--- config.mk ---
export PLATFORM = sky130hd
export DESIGN_NAME = instruction_loader_flat
export DESIGN_NICKNAME = d
export VERILOG_FILES = /design/src/rtl/instruction_loader_if.sv /design/src/rtl/instruction_loader.sv /design/src/flat_wrapper.sv
export SDC_FILE = /design/constraint.sdc
export NUM_CORES = 1
export LEC_CHECK = 0
export ABC_AREA = 1
export CAP_MARGIN = 20
export CORE_MARGIN = 2
export CORE_UTILIZATION = 30
export DETAILED_ROUTE_END_ITERATION = 8
export PLACE_DENSITY = 0.51
export SLEW_MARGIN = 20
export SYNTH_ARGS = -nofsm -noshare
export SYNTH_HDL_FRONTEND = slang
export SYNTH_SLANG_ARGS = --single-unit
export TNS_END_PERCENT = 5
--- constraint.sdc ---
create_clock -name clk -period 2.2 [get_ports clk]
set_clock_uncertainty 0.15 [all_clocks]
set_input_delay 0.55 -clock clk [delete_from_list [all_inputs] [get_ports clk]]
set_output_delay 0.55 -clock clk [all_outputs]
set_load 0.05 [all_outputs]
--- src/rtl/instruction_loader_if.sv ---
// Byte-stream and instruction-RAM write bus of the instruction loader.
// The master side is the host link that frames the bytes.
// The slave side is the loader, which also drives the RAM write port.
interface instruction_loader_if #(
  parameter int ADDR_WIDTH = 10,
  parameter int DATA_WIDTH = 16
);
  logic                  StartLoad;
  logic                  ByteValid;
  logic [7:0]            ByteData;
  logic                  ByteReady;
  logic                  WriteEn;
  logic [ADDR_WIDTH-1:0] WriteAddress;
  logic [DATA_WIDTH-1:0] WriteData;
  logic                  CoreHold;
  logic                  LoadDone;
  logic                  LoadError;

  modport master (
    output StartLoad, ByteValid, ByteData,
    input  ByteReady, WriteEn, WriteAddress, WriteData, CoreHold, LoadDone, LoadError
  );

  modport slave (
    input  StartLoad, ByteValid, ByteData,
    output ByteReady, WriteEn, WriteAddress, WriteData, CoreHold, LoadDone, LoadError
  );
endinterface

--- src/rtl/instruction_loader.sv ---
// Instruction loader: fills the instruction RAM from a framed byte stream.
// Frame layout: SYNC, CNT_HI, CNT_LO, N words (hi byte, then lo byte), CSUM.
// The core stays held until a frame has been written and its checksum matches.
module instruction_loader #(
  parameter int         ADDR_WIDTH    = 10,
  parameter int         DATA_WIDTH    = 16,
  parameter logic [7:0] SYNC_BYTE     = 8'hA5,
  parameter bit         HOLD_AT_RESET = 1'b1
) (
  input logic                clk,
  input logic                rst,
  instruction_loader_if.slave bus
);

  typedef enum logic [3:0] {
    IDLE, SYNC, CNT_HI, CNT_LO, DATA_HI, DATA_LO, CHECK, DONE, ERROR
  } state_t;

  // Largest legal word count; one wider than the address so a full frame fits.
  localparam logic [16:0] MAX_WORDS = 17'(2 ** ADDR_WIDTH);

  state_t                state;
  state_t                next_state;
  logic                  byte_ready;
  logic                  accept;
  logic [15:0]           rx_count;
  logic                  count_bad;
  logic                  last_word;

  logic                  write_en;
  logic [ADDR_WIDTH-1:0] write_address;
  logic [DATA_WIDTH-1:0] write_data;
  logic                  load_done;
  logic                  load_error;
  logic                  core_hold;
  logic [ADDR_WIDTH:0]   word_count;
  logic [15:0]           frame_words;
  logic [7:0]            hi_byte;
  logic [7:0]            csum;

  assign accept    = bus.ByteValid & byte_ready;
  assign rx_count  = {frame_words[15:8], bus.ByteData};
  assign count_bad = (rx_count == 16'd0) || ({1'b0, rx_count} > MAX_WORDS);
  assign last_word = (16'(word_count + (ADDR_WIDTH + 1)'(1)) == frame_words);

  assign bus.ByteReady    = byte_ready;
  assign bus.WriteEn      = write_en;
  assign bus.WriteAddress = write_address;
  assign bus.WriteData    = write_data;
  assign bus.LoadDone     = load_done;
  assign bus.LoadError    = load_error;
  assign bus.CoreHold     = core_hold;

  // State register.
  always_ff @(posedge clk) begin
    if (rst) state <= IDLE;
    else     state <= next_state;
  end

  // Next-state logic; StartLoad restarts from any state and wins over a byte.
  always_comb begin
    next_state = state;
    if (bus.StartLoad) begin
      next_state = SYNC;
    end else if (accept) begin
      case (state)
        SYNC:    if (bus.ByteData == SYNC_BYTE) next_state = CNT_HI;
        CNT_HI:  next_state = CNT_LO;
        CNT_LO:  next_state = count_bad ? ERROR : DATA_HI;
        DATA_HI: next_state = DATA_LO;
        DATA_LO: next_state = last_word ? CHECK : DATA_HI;
        CHECK:   next_state = (bus.ByteData == csum) ? DONE : ERROR;
        default: next_state = state;
      endcase
    end
  end

  // Byte stream ready in the receiving states, masked during a restart cycle.
  always_comb begin
    byte_ready = 1'b0;
    case (state)
      SYNC, CNT_HI, CNT_LO, DATA_HI, DATA_LO, CHECK: byte_ready = !bus.StartLoad;
      default: byte_ready = 1'b0;
    endcase
  end

  // Datapath: count capture, word assembly, RAM write strobe, checksum and status flags.
  always_ff @(posedge clk) begin
    if (rst) begin
      write_en      <= 1'b0;
      write_address <= '0;
      write_data    <= '0;
      load_done     <= 1'b0;
      load_error    <= 1'b0;
      core_hold     <= HOLD_AT_RESET;
      word_count    <= '0;
      frame_words   <= '0;
      hi_byte       <= '0;
      csum          <= '0;
    end else begin
      write_en <= 1'b0;
      if (bus.StartLoad) begin
        core_hold  <= 1'b1;
        load_done  <= 1'b0;
        load_error <= 1'b0;
        word_count <= '0;
        csum       <= '0;
      end else if (accept) begin
        case (state)
          CNT_HI: frame_words[15:8] <= bus.ByteData;
          CNT_LO: begin
            frame_words[7:0] <= bus.ByteData;
            if (count_bad) load_error <= 1'b1;
          end
          DATA_HI: begin
            hi_byte <= bus.ByteData;
            csum    <= csum + bus.ByteData;
          end
          DATA_LO: begin
            write_en      <= 1'b1;
            write_address <= word_count[ADDR_WIDTH-1:0];
            write_data    <= DATA_WIDTH'({hi_byte, bus.ByteData});
            word_count    <= word_count + (ADDR_WIDTH + 1)'(1);
            csum          <= csum + bus.ByteData;
          end
          CHECK: begin
            if (bus.ByteData == csum) begin
              load_done <= 1'b1;
              core_hold <= 1'b0;
            end else begin
              load_error <= 1'b1;
            end
          end
          default: ;
        endcase
      end
    end
  end

endmodule
--- src/flat_wrapper.sv ---
// flat-port wrapper written by rule: the top's interface ports become plain ports
module instruction_loader_flat 
#(
  parameter int         ADDR_WIDTH    = 10,
  parameter int         DATA_WIDTH    = 16,
  parameter logic [7:0] SYNC_BYTE     = 8'hA5,
  parameter bit         HOLD_AT_RESET = 1'b1
)
  (clk, rst, bus_StartLoad, bus_ByteValid, bus_ByteData, bus_ByteReady, bus_WriteEn, bus_WriteAddress, bus_WriteData, bus_CoreHold, bus_LoadDone, bus_LoadError);
  instruction_loader_if #(.ADDR_WIDTH(ADDR_WIDTH), .DATA_WIDTH(DATA_WIDTH)) bus_i ();
  input logic clk;
  input logic rst;
  input wire logic [$bits(bus_i.StartLoad)-1:0] bus_StartLoad;
  input wire logic [$bits(bus_i.ByteValid)-1:0] bus_ByteValid;
  input wire logic [$bits(bus_i.ByteData)-1:0] bus_ByteData;
  output wire logic [$bits(bus_i.ByteReady)-1:0] bus_ByteReady;
  output wire logic [$bits(bus_i.WriteEn)-1:0] bus_WriteEn;
  output wire logic [$bits(bus_i.WriteAddress)-1:0] bus_WriteAddress;
  output wire logic [$bits(bus_i.WriteData)-1:0] bus_WriteData;
  output wire logic [$bits(bus_i.CoreHold)-1:0] bus_CoreHold;
  output wire logic [$bits(bus_i.LoadDone)-1:0] bus_LoadDone;
  output wire logic [$bits(bus_i.LoadError)-1:0] bus_LoadError;
  assign bus_i.StartLoad = bus_StartLoad;
  assign bus_i.ByteValid = bus_ByteValid;
  assign bus_i.ByteData = bus_ByteData;
  assign bus_ByteReady = bus_i.ByteReady;
  assign bus_WriteEn = bus_i.WriteEn;
  assign bus_WriteAddress = bus_i.WriteAddress;
  assign bus_WriteData = bus_i.WriteData;
  assign bus_CoreHold = bus_i.CoreHold;
  assign bus_LoadDone = bus_i.LoadDone;
  assign bus_LoadError = bus_i.LoadError;
  instruction_loader #(.ADDR_WIDTH(ADDR_WIDTH), .DATA_WIDTH(DATA_WIDTH), .SYNC_BYTE(SYNC_BYTE), .HOLD_AT_RESET(HOLD_AT_RESET)) u_core (.clk(clk), .rst(rst), .bus(bus_i));
endmodule
==> impl_metrics.csv, run 1 <==
group,metric,value,unit
status,status,"completed",
floorplan,ios,43,
global_route,grt_use_met2,26.0,%
timing,hold_viol,0,
yosys,syn_area_per_cell,7.60,um2
worst_setup_path,critPathKind,"in2out",
yosys,synth_area_leaders,"dfxtp_1 (41%), nand2_1 (9.3%), nor2_1 (7.7%), a211oi_2 (5.9%), inv_1 (5.4%)",
cts,path_clk_slew,0.06,ns
yosys,yosysMostFrequentCell,"nand2_1",
route,drt_pre_antenna_iters,4,
power_and_ir_drop,p_leak,2.20,nW
timing,slew-limit-headroom,56.6,%
worst_setup_path,path_cells,"clkdlybuf4s50_1 > inv_2 > nand2_4 > buf_4 > inv_2 > buf_12",
route,drc_errors,0,
worst_setup_path,crit_fanout,2,
worst_setup_path,slowest_delay,0.44,ns
cts,clockBufferDepth,2,
route,drtIter0Drc,170,
yosys,synth_top_family_by_area,"simple AND/OR/NAND/NOR gates",
power_and_ir_drop,powerDensity,644,nW/um2
cts,cts_tree,"done",
global_route,grt_pass1_vias,3368,
global_route,use_met1,20.7,%
global_route,met3_usage,3.01,%
yosys,synth_commonest_cells,"nand2_1 (94), nor2_1 (78), dfxtp_1 (77)",
worst_setup_path,critPathCaptureType,"primary output",
worst_setup_path,cp_data_arrival_time,1.44,ns
worst_setup_path,startpoint_type,"input port",
floorplan,fp.coreArea,12500,um2
finish,antennaDiodeCount,0,
job,maxCapViolCount,0,
placement,dpl_cell_area,4620,um2
min_path,min_path_type,"reg2reg",
timing,timing.fmax,468,MHz
route,routedWlPerCell,13.5,um
route,routed-via-count,3518,
finish,fin_nets,604,
yosys,synth_top_area_share,40.6,%
cts,clock_latency,0.34,ns
floorplan,initial_utilization,30.4,%
yosys,ys_warn_count,0,
floorplan,rows,41,
cts,cts_sinks,77,
cts,numCtsBuffers,9,
route,ant_nets,0,
placement,dpl.hpwl,7430,um
yosys,synthSimpleGateAreaFrac,25.6,%
yosys,yosysSeqAreaShare,40.6,%
floorplan,die_area,13600,um2
route,viasPerCell,4.63,
yosys,synth_cell_types,35,
yosys,synth_compound_area_share,18.5,%
worst_setup_path,crit_required,1.50,ns
timing,fin_crit,2.14,ns
timing,rsz0062_at_grt,"yes",
yosys,syn-instance-count,499,
floorplan,die_w,116,um
global_route,antenna_found_initial,0,
timing,finalCritPeriodShare,97.0,%
yosys,synth_area,3790,um2
global_route,globalRoute.busiestLayer,"met2",
timing,whs,0.308,ns
floorplan,die_y,116,um
power_and_ir_drop,peakVddDrop,268,uV
yosys,async_flop_share,0,%
yosys,synth-edff-count,0,
timing,drv_slew,0,
finish,filler_cell_count,1247,
global_route,grt_pass1_wl,16600,um
timing,fin_tns_setup,0,ns
worst_setup_path,worst_path_most_repeated_cell,"inv_2",
yosys,synth_flop_cell,"dfxtp_1",
yosys,synth_area_leader_cell,"dfxtp_1",
finish,fin_util,41.2,%
finish,area_growth,35.4,%
timing,max_slew.worst_pin.slew,0.651,ns
timing,setup_viol,0,
yosys,synth_xor_area_share,2.54,%
global_route,grt_usage,16.0,%
yosys,ys_seq_elements,77,
placement,place.gp.congestion,0.872,
yosys,muxShareOfSynthArea,0,%
yosys,syn_nets,520,
cts,cts.hold.buffers_added,0,
yosys,synth_fa_ha_area_share,3.17,%
global_route,overflow,0,
finish,drive_gt1_share,24.8,%
worst_setup_path,critPathBufInv,5,
global_route,grt_max_degree,53,
cts,root_buffer,"clkbuf_16",
finish,design_area,5140,um2
worst_setup_path,critical-path-top-delay-family,"buffers and inverters",
cts,cts_htree_levels,3,
worst_setup_path,slowest_stage,"clkdlybuf4s50_1",
route,routed_wl,10300,um
placement,port_buffers,42,
==> worst register-to-register path, delay by kind of cell, from the launching register on <==
kind            cells  cell delay, ns
simple gates        7            0.69
buf+inv             4            0.49
compound gates      2            0.24
flops               1            0.37
==> path summary, 6_finish.rpt <==
| check | to | cells past startpoint | startpoint | slack [ns] |
|---|---|---|---|---|
| max | bus_ByteReady | 6 | bus_StartLoad | 0.06 |
| min | u_core.bus.LoadError | 2 | u_core.bus.LoadError | 0.31 |
| max reg2reg | u_core.word_count[8] | 13 | u_core.state[0] | 0.15 |
| min reg2reg | u_core.bus.LoadError | 2 | u_core.bus.LoadError | 0.31 |
==> state kept, by name (all words and copies together) (netlist names) <==
register / count
u_core.hi_byte: 8
u_core.word_count: 11
u_core.bus.LoadError: 1
u_core.bus.LoadDone: 1
u_core.bus.WriteData: 16
u_core.csum: 8
u_core.bus.CoreHold: 1
u_core.bus.WriteEn: 1
u_core.bus.WriteAddress: 10
u_core.frame_words: 16
u_core.state: 4
==> cell usage in the layout (no fill, tap or decap), types with 9 or more instances in the layout <==
cell type,n
a211oi_1,18
a211oi_2,18
a21oi_1,36
buf_4,75
clkbuf_16,9
dfxtp_1,73
inv_1,51
nand2_1,92
nand3_1,22
nand4_1,10
nor2_1,78
o21ai_0,9
o21ai_1,9
xor2_1,9
==> per-stage QoR <==
stage / std cells / setup WS, ns / total power (W)
after floorplan: 499 / 0.0807 / 0.00150
after global placement: 739 / -0.641 / 0.00159
after detailed placement: 739 / -0.645 / 0.00159
after CTS: 755 / -0.0809 / 0.00333
after global routing: 760 / -0.0147 / 0.00342
final: 760 / 0.0649 / 0.00331
==> metal layers <==
metal  up-vias  share of wire [%]
li1       1814                  -
met1      1632                 46
met2        55                 48
met3        17                3.6
met4         0                2.0
met5         -                  0
==> final cells by class <==
type,count,area (um2),share of cell area (%)
clock buffer,9,225,4.38
inverter,60,238,4.63
multi-input combinational,341,1980,38.6
sequential,77,1550,30.3
clock inverter,7,120,2.34
tap,172,215,4.19
timing repair buffer,94,800,15.6
==> cells by family after synthesis <==
family | after synthesis
buf+inv | 81
xor+xnor | 11
flops | 77
fa+ha+maj | 9
compound gates | 101
simple gates | 220
==> repair_timing <==
| item | CTS | global route |
|---|---|---|
| setup buffers | 0 | 5 |
| hold endpoints to repair | 0 | 0 |
| gates resized for setup | 10 | 30 |
| pin swaps | 0 | 7 |
| setup endpoints to repair | 9 | 13 |
==> where the power goes <==
part           leakage [nW]  internal [W]  switching, W
logic                  1.41     0.0000733      0.000105
registers             0.623       0.00139    0.00000367
clock network         0.166       0.00111      0.000620
total                  2.20       0.00258      0.000729
Note: power is estimated with default switching activity, not from simulation.
==> run 2, diff against run 1 <==
Settings changed: CTS_CLUSTER_DIAMETER set to 120.
Clock period 2.2 ns to 2.6 ns, I/O delays scaled along.
==> run 2 against run 1 <==
First-iteration DRC count increased by 10%. Critical path type is now in2reg. Register-to-register slack improved by 0.30 ns. Highest routed layer unchanged. Sequential power decreased by 16%. Die area unchanged. Worst setup slack improved by 0.099 ns. Count of clock-buffer cells in the layout increased by 3. Power decreased by 19%. Wire length decreased by 3.9%. Worst hold slack got worse by 0.00069 ns.
==> impl_metrics.csv, run 2 (synthesis results as in run 1) <==
group,metric,value,unit
status,status,"completed",
cts,cts_htree_levels,3,
worst_setup_path,crit_fanout,2,
min_path,min_path_type,"reg2reg",
power_and_ir_drop,power.switching,0.000564,W
finish,layout_common_cells,"nand2_1 (94), nor2_1 (78), dfxtp_1 (77)",
worst_setup_path,critPathCaptureType,"register",
route,routed_wl,9850,um
finish,area_growth,27.8,%
global_route,grt_pass1_vias,3235,
finish,drive_gt1_share,13.3,%
route,routedWlPerCell,13.4,um
worst_setup_path,cp_data_arrival_time,2.52,ns
job,maxCapViolCount,0,
cts,cts_setup_buffers,0,
finish,final_common_cell,"nand2_1",
placement,dpl.hpwl,7130,um
finish,antennaDiodeCount,0,
placement,place_inst,718,
timing,hold_viol,0,
timing,timing.fmax,410,MHz
route,viasPerCell,4.65,
cts,cts_tree,"done",
worst_setup_path,startpoint_type,"input port",
power_and_ir_drop,peakVddDrop,365,uV
finish,multi_input_area,1890,um2
timing,rsz0062_at_grt,"no",
cts,clockBufferDepth,2,
floorplan,fp.coreArea,12500,um2
timing,finalCritPeriodShare,93.7,%
finish,fin_nets,578,
route,drt_pre_antenna_iters,4,
cts,path_clk_slew,0.06,ns
floorplan,die_y,116,um
cts,numCtsBuffers,9,
timing,setup_viol,0,
finish,fin_util,38.9,%
finish,instances_no_fill,734,
power_and_ir_drop,total_power,0.00268,W
global_route,overflow,0,
finish,regArea,1540,um2
worst_setup_path,crit_required,2.68,ns
route,ant_nets,0,
finish,filler_cell_count,1279,
route,drc_errors,0,
floorplan,rows,41,
placement,place.gp.congestion,0.852,
global_route,grt_max_degree,53,
cts,cts.hold.buffers_added,0,
worst_setup_path,critPathKind,"in2reg",
power_and_ir_drop,sw_frac_of_total,21.0,%
timing,fin_tns_setup,0,ns
route,drtIter0Drc,187,
power_and_ir_drop,powerDensity,553,nW/um2
timing,whs,0.307,ns
floorplan,die_area,13600,um2
timing,drv_slew,0,
power_and_ir_drop,p_leak,1.92,nW
floorplan,ios,43,
floorplan,die_w,116,um
global_route,grt_pass1_wl,15900,um
power_and_ir_drop,seqPwrFrac,44.1,%
cts,clock_latency,0.34,ns
timing,max_slew.worst_pin.slew,0.668,ns
floorplan,initial_utilization,30.4,%
route,routed-via-count,3414,
power_and_ir_drop,intPower,0.00212,W
timing,slew-limit-headroom,55.4,%
cts,cts_sinks,77,
global_route,antenna_found_initial,0,
global_route,grt_usage,15.3,%
placement,port_buffers,42,
power_and_ir_drop,power_frac_clock,51.1,%
timing,fin_crit,2.44,ns
cts,root_buffer,"clkbuf_16",
power_and_ir_drop,combPwrFrac,4.8,%
run 2: layout make-up:
cell class | count | share of cell area, %
flip-flops and latches | 77 | 31.8
clock inverters | 4 | 1.44
clock buffers | 12 | 5.29
inverters | 60 | 4.70
repair buffers | 68 | 13.3
well taps | 172 | 4.44
multi-input cells | 341 | 39.0
run 2: per-layer routing:
metal / vias to the layer above / GRT usage, % / part of all wire, %
li1: 1760 / - / -
met3: 18 / 3.53 / 3.4
met4: 0 / 6.43 / 2.8
met5: - / 0 / 0
met2: 60 / 26.1 / 48
met1: 1576 / 18.6 / 46
run 2: path summary, 6_finish.rpt:
check	startpoint	endpoint	slack, ns	depth (start not counted)
max	bus_ByteData[0]	u_core.csum[6]	0.16	10
min	u_core.bus.LoadError	u_core.bus.LoadError	0.31	2
max reg2reg	u_core.state[0]	u_core.word_count[8]	0.45	12
min reg2reg	u_core.bus.LoadError	u_core.bus.LoadError	0.31	2
run 2: worst max-delay path, cell delays in order:
cell and delay (ns):
clkdlybuf4s50_1 0.55, ha_1 0.20, inv_1 0.06, fa_1 0.40, o21ai_2 0.17, a21oi_1 0.08, o21bai_1 0.15, xor2_1 0.08
o21ai_0 0.14, inv_1 0.05
run 2: repair_timing:
action / in CTS / in global routing
endpoints found under the hold margin: 0 / 0
gates resized for setup: 0 / 2
setup endpoints to repair: 0 / 2
run 2: power groups by stage:
stage	clock, W	combinational [W]	sequential, W
3_3_place_gp	0	0.000129	0.00121
2_1_floorplan	0	0.0000606	0.00121
4_1_cts	0.00140	0.000129	0.00118
3_5_place_dp	0	0.000129	0.00121
6_report	0.00137	0.000129	0.00118
5_1_grt	0.00146	0.000138	0.00118
run 2: metrics by stage:
stage | setup slack, ns | area (um2)
after floorplan | 0.381 | 3790
after global placement | -0.291 | 4520
after detailed placement | -0.284 | 4520
after CTS | 0.0628 | 4850
after global routing | 0.0152 | 4850
final | 0.164 | 4850
==> run 3, diff against run 2 <==
Settings changed: RECOVER_POWER set to 50, SKIP_LAST_GASP set to 1.
==> run 3 against run 2 <==
Wire length down 0.20%. Count of clock-buffer cells in the layout unchanged. Sequential share of layout area up 0.39 points.
==> impl_metrics.csv, run 3 (synthesis results as in run 1) <==
group,metric,value,unit
min_path,whs_path_depth,2,
floorplan,fp.coreArea,12500,um2
finish,final_common_cell,"nand2_1",
worst_setup_path,r2r-end,"u_core.bus.WriteAddress[4]",
route,routedWlPerCell,13.4,um
min_path,min_path_type,"reg2reg",
finish,drive_gt1_share,11.7,%
placement,place.gp.congestion,0.852,
timing,hold_viol,0,
finish,filler_cell_count,1288,
worst_setup_path,critPathBufInv,3,
route,viasPerCell,4.66,
global_route,antenna_found_initial,0,
finish,antennaDiodeCount,0,
cts,numCtsBuffers,9,
worst_setup_path,crit_required,2.68,ns
worst_setup_path,slowest_stage,"clkdlybuf4s50_1",
job,maxCapViolCount,0,
floorplan,ios,43,
timing,timing.fmax,410,MHz
cts,cts_htree_levels,3,
finish,area_growth,26.3,%
route,wl_met2,4710,um
route,drc_errors,0,
worst_setup_path,startpoint_type,"input port",
worst_setup_path,worst_path_most_repeated_cell,"inv_1",
global_route,grt_max_degree,53,
cts,clock_latency,0.33,ns
finish,layout_common_cells,"nand2_1 (95), nor2_1 (78), dfxtp_1 (77)",
route,routed-via-count,3419,
route,ant_nets,0,
min_path,whs_endpoint,"u_core.bus.LoadError",
route,routed_wl,9830,um
worst_setup_path,rr_worst_depth,12,
worst_setup_path,path_cells,"clkdlybuf4s50_1 > ha_1 > inv_1 > fa_1 > o21ai_2 > a21oi_1 > o21bai_1 > xor2_1 > o21ai_0 > inv_1",
finish,fin_util,38.4,%
floorplan,initial_utilization,30.4,%
finish,design_area,4790,um2
timing,finalCritPeriodShare,93.8,%
worst_setup_path,crit_fanout,2,
power_and_ir_drop,total_power,0.00268,W
power_and_ir_drop,p_leak,1.87,nW
route,highest_layer,"met4",
global_route,overflow,0,
timing,setup_viol,0,
global_route,grt_usage,15.3,%
cts,cts_tree,"done",
worst_setup_path,critical-path-top-delay-family,"buffers and inverters",
route,met3_length,328,um
route,drt_pre_antenna_iters,4,
finish,fin_nets,578,
cts,path_clk_slew,0.06,ns
timing,max_slew.worst_pin.slew,0.653,ns
status,status,"completed",
timing,fin_tns_setup,0,ns
placement,dpl.hpwl,7130,um
floorplan,die_w,116,um
placement,port_buffers,42,
floorplan,die_area,13600,um2
worst_setup_path,cp_data_arrival_time,2.52,ns
timing,drv_slew,0,
cts,clockBufferDepth,2,
global_route,grt_pass1_vias,3235,
worst_setup_path,r2r_start,"u_core.state[0]",
worst_setup_path,critPathCaptureType,"register",
floorplan,rows,41,
worst_setup_path,slowest_delay,0.56,ns
cts,cts_sinks,77,
timing,worst_slack,0.162,ns
global_route,grt_pass1_wl,15900,um
power_and_ir_drop,powerDensity,559,nW/um2
power_and_ir_drop,peakVddDrop,365,uV
placement,dpl_cell_area,4520,um2
route,wl_met1,4510,um
timing,slew-limit-headroom,56.5,%
worst_setup_path,r2r_slack,0.23,ns
worst_setup_path,critPathKind,"in2reg",
floorplan,die_y,116,um
cts,cts.hold.buffers_added,0,
cts,root_buffer,"clkbuf_16",
route,drtIter0Drc,145,
min_path,hold_start,"u_core.bus.LoadError",
timing,rsz0062_at_grt,"no",
timing,fin_crit,2.44,ns
placement,post-place-ws,-0.284,ns
[run 3: changes by cell type in the layout (fill, tap and decap cells not counted), moves of 3 or more]
| cell | delta |
|---|---|
| clkbuf_1 | +3 |
| a211oi_2 | -3 |
| buf_4 | -3 |
| a211oi_1 | +3 |
[run 3: worst max-delay path by stage]
| stage | start | to | slack (ns) | cells after the start |
|---|---|---|---|---|
| finish | bus_ByteData[0] | u_core.csum[6] | 0.16 | 10 |
| global route | bus_ByteData[0] | u_core.csum[6] | 0.02 | 10 |
| CTS | bus_ByteData[0] | u_core.csum[6] | 0.06 | 10 |
| detailed placement | bus_ByteData[0] | u_core.csum[6] | -0.28 | 10 |
| global placement | bus_ByteData[0] | u_core.csum[6] | -0.29 | 10 |
| floorplan | bus_ByteData[0] | u_core.csum[6] | 0.38 | 9 |
[run 3: what timing repair did]
item / 4_1_cts / 5_1_grt
buffers inserted: 0 / 0
gates resized for setup: 0 / 2
endpoints found under the setup margin: 0 / 2
[run 3: stage by stage]
step	cells	hold WS, ns
4_1_cts	734	0.309
3_3_place_gp	718	0.295
2_1_floorplan	499	0.289
5_1_grt	734	0.334
6_report	734	0.307
3_5_place_dp	718	0.297
[run 3: where the power goes]
| group | total [W] | switching [W] | internal, W |
|---|---|---|---|
| combinational | 0.000126 | 0.0000795 | 0.0000468 |
| clock | 0.00137 | 0.000480 | 0.000890 |
| sequential | 0.00118 | 0.00000173 | 0.00118 |
| total | 0.00268 | 0.000561 | 0.00212 |
[run 3: per-layer routing]
metal	GRT usage (%)	vias up
met5	0	-
met4	6.43	0
met3	3.53	20
met2	26.1	61
met1	18.6	1577
li1	-	1761
[run 3: layout make-up]
cell class                      instances  area, um2  area share, %
Multi-Input combinational cell        341       1860           38.9
Sequential cell                        77       1540           32.2
Timing Repair Buffer                   68        619           12.9
Clock buffer                           12        256           5.35
Inverter                               60        226           4.73
Tap cell                              172        215           4.49
Clock inverter                          4       70.1           1.46
[run 3: worst min-delay path: stages, from the launching register on]
cell	delay [ns]
dfxtp_1	0.31
inv_1	0.05
a21oi_1	0.05
